`config.mk`:
```
export PLATFORM = sky130hd
export DESIGN_NAME = poly_voice_synth
export DESIGN_NICKNAME = d
export VERILOG_FILES = /design/src/rtl/poly_voice_synth.sv
export SDC_FILE = /design/constraint.sdc
export NUM_CORES = 2
export LEC_CHECK = 0
export CAP_MARGIN = 20
export CORE_ASPECT_RATIO = 0.75
export CORE_UTILIZATION = 58
export DETAILED_ROUTE_END_ITERATION = 10
export GPL_TIMING_DRIVEN = 0
export PLACE_DENSITY = 0.84
export SETUP_SLACK_MARGIN = 0.1
export SYNTH_ARGS = -nofsm -noshare
export SYNTH_HDL_FRONTEND = slang
export SYNTH_SLANG_ARGS = --single-unit
```
`constraint.sdc`:
```
create_clock -name Clock -period 7.8 [get_ports Clock]
set_clock_uncertainty 0.1 [all_clocks]
set_input_delay 1.56 -clock Clock [delete_from_list [all_inputs] [get_ports Clock]]
set_output_delay 1.56 -clock Clock [all_outputs]
set_load 0.05 [all_outputs]
```
`src/rtl/poly_voice_synth.sv`:
```
// rtl/poly_voice_synth.sv - time-multiplexed polyphonic sine synth with per-voice envelope and mixer
module poly_voice_synth #(
    parameter int NUM_VOICES   = 12,
    parameter int PHASE_W      = 32,
    parameter int ENV_W        = 8,
    parameter int ATTACK_STEP  = 16,
    parameter int RELEASE_STEP = 8,
    parameter int MIX_SHIFT    = 2
) (
    input  logic                          Clock,
    input  logic                          nStart,
    input  logic                          SampleTick,
    input  logic [NUM_VOICES-1:0]         Select,
    input  logic [2:0]                    Octave,
    input  logic [NUM_VOICES*PHASE_W-1:0] BaseInc,
    output logic signed [15:0]            Out,
    output logic                          OutValid,
    output logic                          Busy,
    output logic                          Overrun
);

    localparam int VW = $clog2(NUM_VOICES);
    localparam int AW = 16 + $clog2(NUM_VOICES) + 1;
    localparam logic [ENV_W-1:0] ENV_MAX = '1;
    localparam logic [ENV_W:0] ATK = (ENV_W+1)'(ATTACK_STEP);
    localparam logic [ENV_W-1:0] REL = ENV_W'(RELEASE_STEP);
    localparam logic signed [AW-1:0] SAT_HI = AW'(32767);
    localparam logic signed [AW-1:0] SAT_LO = AW'(-32768);

    typedef enum logic [1:0] {IDLE, RUN, DRAIN, OUTPUT} state_t;

    state_t                   state;
    logic [PHASE_W-1:0]       phase [NUM_VOICES];
    logic [ENV_W-1:0]         env   [NUM_VOICES];
    logic [NUM_VOICES-1:0]    sel_snap;
    logic [2:0]               oct_snap;
    logic [VW-1:0]            vidx;
    logic                     drain_cnt;
    logic signed [15:0]       rom_q;
    logic [ENV_W-1:0]         env_q;
    logic                     rom_valid;
    logic signed [15:0]       prod;
    logic                     prod_valid;
    logic signed [AW-1:0]     acc;

    // First quadrant of the sine table, 0..64 inclusive; the rest is mirrored.
    function automatic logic [15:0] qsine(input logic [6:0] i);
        case (i)
            7'd0:  qsine = 16'd0;     7'd1:  qsine = 16'd804;   7'd2:  qsine = 16'd1608;  7'd3:  qsine = 16'd2411;
            7'd4:  qsine = 16'd3212;  7'd5:  qsine = 16'd4011;  7'd6:  qsine = 16'd4808;  7'd7:  qsine = 16'd5602;
            7'd8:  qsine = 16'd6393;  7'd9:  qsine = 16'd7179;  7'd10: qsine = 16'd7962;  7'd11: qsine = 16'd8739;
            7'd12: qsine = 16'd9512;  7'd13: qsine = 16'd10278; 7'd14: qsine = 16'd11039; 7'd15: qsine = 16'd11793;
            7'd16: qsine = 16'd12539; 7'd17: qsine = 16'd13279; 7'd18: qsine = 16'd14010; 7'd19: qsine = 16'd14732;
            7'd20: qsine = 16'd15446; 7'd21: qsine = 16'd16151; 7'd22: qsine = 16'd16846; 7'd23: qsine = 16'd17530;
            7'd24: qsine = 16'd18204; 7'd25: qsine = 16'd18868; 7'd26: qsine = 16'd19519; 7'd27: qsine = 16'd20159;
            7'd28: qsine = 16'd20787; 7'd29: qsine = 16'd21403; 7'd30: qsine = 16'd22005; 7'd31: qsine = 16'd22594;
            7'd32: qsine = 16'd23170; 7'd33: qsine = 16'd23731; 7'd34: qsine = 16'd24279; 7'd35: qsine = 16'd24811;
            7'd36: qsine = 16'd25329; 7'd37: qsine = 16'd25832; 7'd38: qsine = 16'd26319; 7'd39: qsine = 16'd26790;
            7'd40: qsine = 16'd27245; 7'd41: qsine = 16'd27683; 7'd42: qsine = 16'd28105; 7'd43: qsine = 16'd28510;
            7'd44: qsine = 16'd28898; 7'd45: qsine = 16'd29268; 7'd46: qsine = 16'd29621; 7'd47: qsine = 16'd29956;
            7'd48: qsine = 16'd30273; 7'd49: qsine = 16'd30571; 7'd50: qsine = 16'd30852; 7'd51: qsine = 16'd31113;
            7'd52: qsine = 16'd31356; 7'd53: qsine = 16'd31580; 7'd54: qsine = 16'd31785; 7'd55: qsine = 16'd31971;
            7'd56: qsine = 16'd32137; 7'd57: qsine = 16'd32285; 7'd58: qsine = 16'd32412; 7'd59: qsine = 16'd32521;
            7'd60: qsine = 16'd32609; 7'd61: qsine = 16'd32678; 7'd62: qsine = 16'd32728; 7'd63: qsine = 16'd32757;
            default: qsine = 16'd32767;
        endcase
    endfunction

    logic [7:0]               rom_addr;
    logic [6:0]               q_lo;
    logic [6:0]               q_idx;
    logic [15:0]              q_mag;
    logic signed [15:0]       rom_val;
    logic [PHASE_W-1:0]       inc_base;
    logic [PHASE_W-1:0]       inc;
    logic [ENV_W-1:0]         env_cur;
    logic [ENV_W:0]           env_up;
    logic [ENV_W-1:0]         env_next;
    logic signed [16+ENV_W:0] mult;
    logic signed [15:0]       prod_next;
    logic signed [AW-1:0]     acc_next;
    logic signed [AW-1:0]     mixed;
    logic signed [15:0]       out_sat;

    always_comb begin
        rom_addr = phase[vidx][PHASE_W-1 -: 8];
        q_lo     = rom_addr[6:0];
        q_idx    = (q_lo > 7'd64) ? 7'(8'd128 - {1'b0, q_lo}) : q_lo;
        q_mag    = qsine(q_idx);
        rom_val  = rom_addr[7] ? -$signed(q_mag) : $signed(q_mag);

        inc_base = BaseInc[int'(vidx)*PHASE_W +: PHASE_W];
        inc      = inc_base << oct_snap;

        env_cur  = env[vidx];
        env_up   = {1'b0, env_cur} + ATK;
        if (sel_snap[vidx])
            env_next = (env_up > {1'b0, ENV_MAX}) ? ENV_MAX : env_up[ENV_W-1:0];
        else
            env_next = (env_cur < REL) ? '0 : env_cur - REL;

        // Taking bits above ENV_W of the signed product is an arithmetic shift (floor).
        mult      = rom_q * $signed({1'b0, env_q});
        prod_next = mult[ENV_W +: 16];

        acc_next = prod_valid ? acc + $signed({{(AW-16){prod[15]}}, prod}) : acc;
        mixed    = acc_next >>> MIX_SHIFT;
        if (mixed > SAT_HI)
            out_sat = 16'sh7FFF;
        else if (mixed < SAT_LO)
            out_sat = 16'sh8000;
        else
            out_sat = mixed[15:0];
    end

    always_ff @(posedge Clock or negedge nStart) begin
        if (!nStart) begin
            state      <= IDLE;
            for (int i = 0; i < NUM_VOICES; i++) begin
                phase[i] <= '0;
                env[i]   <= '0;
            end
            sel_snap   <= '0;
            oct_snap   <= '0;
            vidx       <= '0;
            drain_cnt  <= 1'b0;
            rom_q      <= '0;
            env_q      <= '0;
            rom_valid  <= 1'b0;
            prod       <= '0;
            prod_valid <= 1'b0;
            acc        <= '0;
            Out        <= '0;
            OutValid   <= 1'b0;
            Busy       <= 1'b0;
            Overrun    <= 1'b0;
        end else begin
            OutValid   <= 1'b0;
            rom_valid  <= 1'b0;
            prod       <= prod_next;
            prod_valid <= rom_valid;
            acc        <= acc_next;
            if (SampleTick && state != IDLE)
                Overrun <= 1'b1;
            case (state)
                IDLE: begin
                    if (SampleTick) begin
                        sel_snap <= Select;
                        oct_snap <= Octave;
                        acc      <= '0;
                        vidx     <= '0;
                        Busy     <= 1'b1;
                        state    <= RUN;
                    end
                end
                RUN: begin
                    rom_q       <= rom_val;
                    env_q       <= env_cur;
                    rom_valid   <= 1'b1;
                    phase[vidx] <= phase[vidx] + inc;
                    env[vidx]   <= env_next;
                    if (vidx == VW'(NUM_VOICES-1)) begin
                        drain_cnt <= 1'b0;
                        state     <= DRAIN;
                    end else begin
                        vidx <= vidx + 1'b1;
                    end
                end
                DRAIN: begin
                    // Second drain cycle: the last product is being accumulated right now.
                    if (drain_cnt) begin
                        Out      <= out_sat;
                        OutValid <= 1'b1;
                        Busy     <= 1'b0;
                        state    <= OUTPUT;
                    end else begin
                        drain_cnt <= 1'b1;
                    end
                end
                OUTPUT: state <= IDLE;
                default: state <= IDLE;
            endcase
        end
    end

endmodule

```
==> summary.md <==
| Metric | Value |
|---|---|
| Post-synth top flop | `dfrtp_1` |
| Status | `complete, no violations` |
| Total CTS buffers | `57` |
| Worst EP arrival | `8.03 ns` |
| Crit path required time | `8.18 ns` |
| Most frequent cells in the layout | `nand2_1, dfrtp_1, o21ai_0` |
| Placer Congestion | `1.06` |
| RSZ-0062 raised after global routing | `true` |
| Max FO, Critical Path | `19` |
| Critical Path Start Type | `flip-flop` |
| HPWL after DPL | `111000 um` |
| Hold WS | `0.252 ns` |
| DR WL/cell | `28.8 um` |
| GRT overflow | `0` |
| Worst setup margin | `0.149 ns` |
| Drt pass-1 iters | `6` |
| Max-Cap Viols | `0` |
| Placed instance area | `0.0431 mm^2` |
| Tightest Hold Check Type | `reg2reg` |
| Number of flops mapped to enable cells by yosys | `0` |
| WHS Path Cells | `0` |
| Setup CP Type | `reg2reg` |
| Post-synthesis register bit count | `584` |
| Ys async rst share | `100%` |
| Root Buffer Master | `clkbuf_16` |
| TritonCTS clock tree | `done` |
| Relative slew margins | `18.1%` |
| Die Height | `223 um` |
| Post-detailed-route count of antenna-violating nets | `0` |
| Vias per cell | `6.71` |
| Most common cell after layout, fill and taps aside | `nand2_1` |
| Die Area | `0.0661 mm^2` |
| Layout area overhead | `20.4%` |
| Tcrit/Tclk final | `98.1%` |
| First-pass GRT wire length | `221000 um` |
| Max clock buf depth | `3` |
| Yosys warning count | `0` |
| Layout cells sized above 1 | `11.2%` |
| Synth Instances | `3792` |
| Largest net degree at the start of global routing | `128` |
| Clock Sinks | `584` |
| Reg-to-reg startpoint | `vidx[1]$_DFFE_PN0P_` |
| Drc violations | `0` |
| Hold path start | `rom_valid$_DFF_PN0_` |
| Synth Cell Area | `0.0377 mm^2` |
| Reg2Reg Setup Slack | `0.15 ns` |
| R2R depth | `25` |
| Distinct cells, synth | `92` |
| Final min period | `7.65 ns` |
| Post-route cell area | `0.0454 mm^2` |
| Max Clk Rate | `131 MHz` |
| Register area share after synthesis | `38.7%` |
| NumNets Final | `4896` |
| Hold Fails Final Rpt | `0` |
| Worst Tran Pin Value | `1.22 ns` |
| Final Setup Violations | `0` |
| Die Wd | `296 um` |
| Vias | `35019` |
| Crit path from | `vidx[1]$_DFFE_PN0P_` |
| Clk Latency, worst-skew pair | `0.66 ns` |
| GRT Overall Usage | `46.2%` |
| Initial antenna violation count | `49` |
| CP Capture Type | `flip-flop` |
| Max-slew violation count | `0` |
| Dpl ws | `-3.11 ns` |
| Syn_nets | `4413` |
| Vias in the first global route | `34079` |
| Total Routed Length | `150000 um` |
| Hold_buf cts | `0` |
| Clk pin slew, worst setup/hold paths | `0.07 ns` |
| Number of port buffers | `420` |
| DR iter-0 viols | `5318` |
| Synth Area per Inst | `9.95 um^2` |
| Initial core utilization | `59.0%` |
| IO Count | `421` |
| Cell Rows | `80` |
| Htree depth | `2` |
| Core area | `0.0640 mm^2` |
-- flip-flops by register name (all words and copies together), names as in the netlist, 2 cells and up --
| signal | flops |
|---|---|
| Out | 16 |
| acc | 21 |
| env | 96 |
| env_q | 8 |
| oct_snap | 3 |
| phase | 384 |
| prod | 16 |
| rom_q | 16 |
| sel_snap | 12 |
| state | 2 |
| vidx | 4 |
-- Yosys cell counts, drive strengths merged, types with 33 or more instances --
| master | number | area share [%] |
|---|---|---|
| xnor2 | 49 | 1.2 |
| buf | 71 | 0.92 |
| dfrtp | 584 | 39 |
| fa | 101 | 5.4 |
| a21oi | 106 | 1.5 |
| nor2 | 146 | 1.5 |
| mux4 | 214 | 13 |
| a21o | 36 | 0.72 |
| clkbuf | 226 | 2.2 |
| mux2 | 60 | 1.8 |
| nor3 | 37 | 0.50 |
| nand2 | 708 | 7.0 |
| and2 | 73 | 1.2 |
| o21ai | 581 | 7.7 |
| mux2i | 154 | 4.1 |
| nand3 | 41 | 0.54 |
| xor2 | 33 | 0.77 |
| inv | 181 | 1.8 |
| ha | 118 | 3.9 |
-- area by class of cell --
cell class	count	area, um^2
inverter	182	683
sequential	584	14600
multi-input combinational	2729	21300
antenna	36	90.1
tap	861	1080
fill	4477	18500
buffer	293	1330
timing repair buffer	428	4360
clock inverter	24	325
clock buffer	82	1660
-- metrics by stage --
stage / setup TNS (ns) / util (%) / cells
final: 0 / 71.0 / 5219
after global routing: 0 / 71.0 / 5202
after CTS: 0 / 70.7 / 5181
after detailed placement: -699.79 / 67.4 / 5078
after global placement: - / 67.2 / 5073
after floorplan: 0 / - / 3792
-- worst max-delay path, stage by stage, from the launching register on --
cell and delay (ns):
dfrtp_1 0.45, buf_4 0.28, buf_4 0.29, buf_8 0.26, buf_8 0.27, clkdlybuf4s15_1 0.74
mux4_2 0.48, mux2i_1 0.18, o21ai_0 0.14, mux2i_1 0.32, mux2i_1 0.16, mux2_2 0.30
ha_1 0.34, and3_1 0.22, a22o_1 0.25, a2111oi_2 0.36, o21ai_1 0.23, a31o_2 0.32
nand2_1 0.15, a311o_1 0.22, or3b_2 0.45, a21oi_1 0.19, xor2_1 0.16, buf_4 0.16
clkbuf_2 0.24, o21ai_0 0.13
-- layer usage --
metal  GRT usage, %  vias to the layer above  wire, um
li1               -                    14334         -
met1           59.5                    17291     53600
met2           61.3                     2832     61300
met3           24.6                      536     25800
met4           26.2                       26      9260
met5           1.63                        -       162
-- path summary, 6_finish.rpt --
kind / endpoint
worst max-delay path: phase[221]$_DFFE_PN0P_
worst max register to register: phase[221]$_DFFE_PN0P_
worst min register to register: prod_valid$_DFF_PN0_
max in group asynchronous: sel_snap[5]$_DFFE_PN0P_
worst min-delay path: prod_valid$_DFF_PN0_
min in group asynchronous: phase[9]$_DFFE_PN0P_
-- kinds of logic after synthesis --
logic type / after synthesis / share of synthesized area (%)
simple gates: 1087 / 12.3
xor+xnor: 82 / 1.92
flops: 584 / 38.7
compound gates: 911 / 14.1
buf+inv: 479 / 4.98
mux: 428 / 18.7
fa+ha+maj: 221 / 9.33
-- timing repair --
action | CTS | global route
pin swaps | 1 | 2
setup buffers | 1 | 1
gates resized for setup | 63 | 47
endpoints found under the hold margin | 0 | 0
endpoints found under the setup margin | 415 | 131
Power is not shown: default switching activity piles up to over one toggle a cycle in this logic, so the estimate is an artifact.
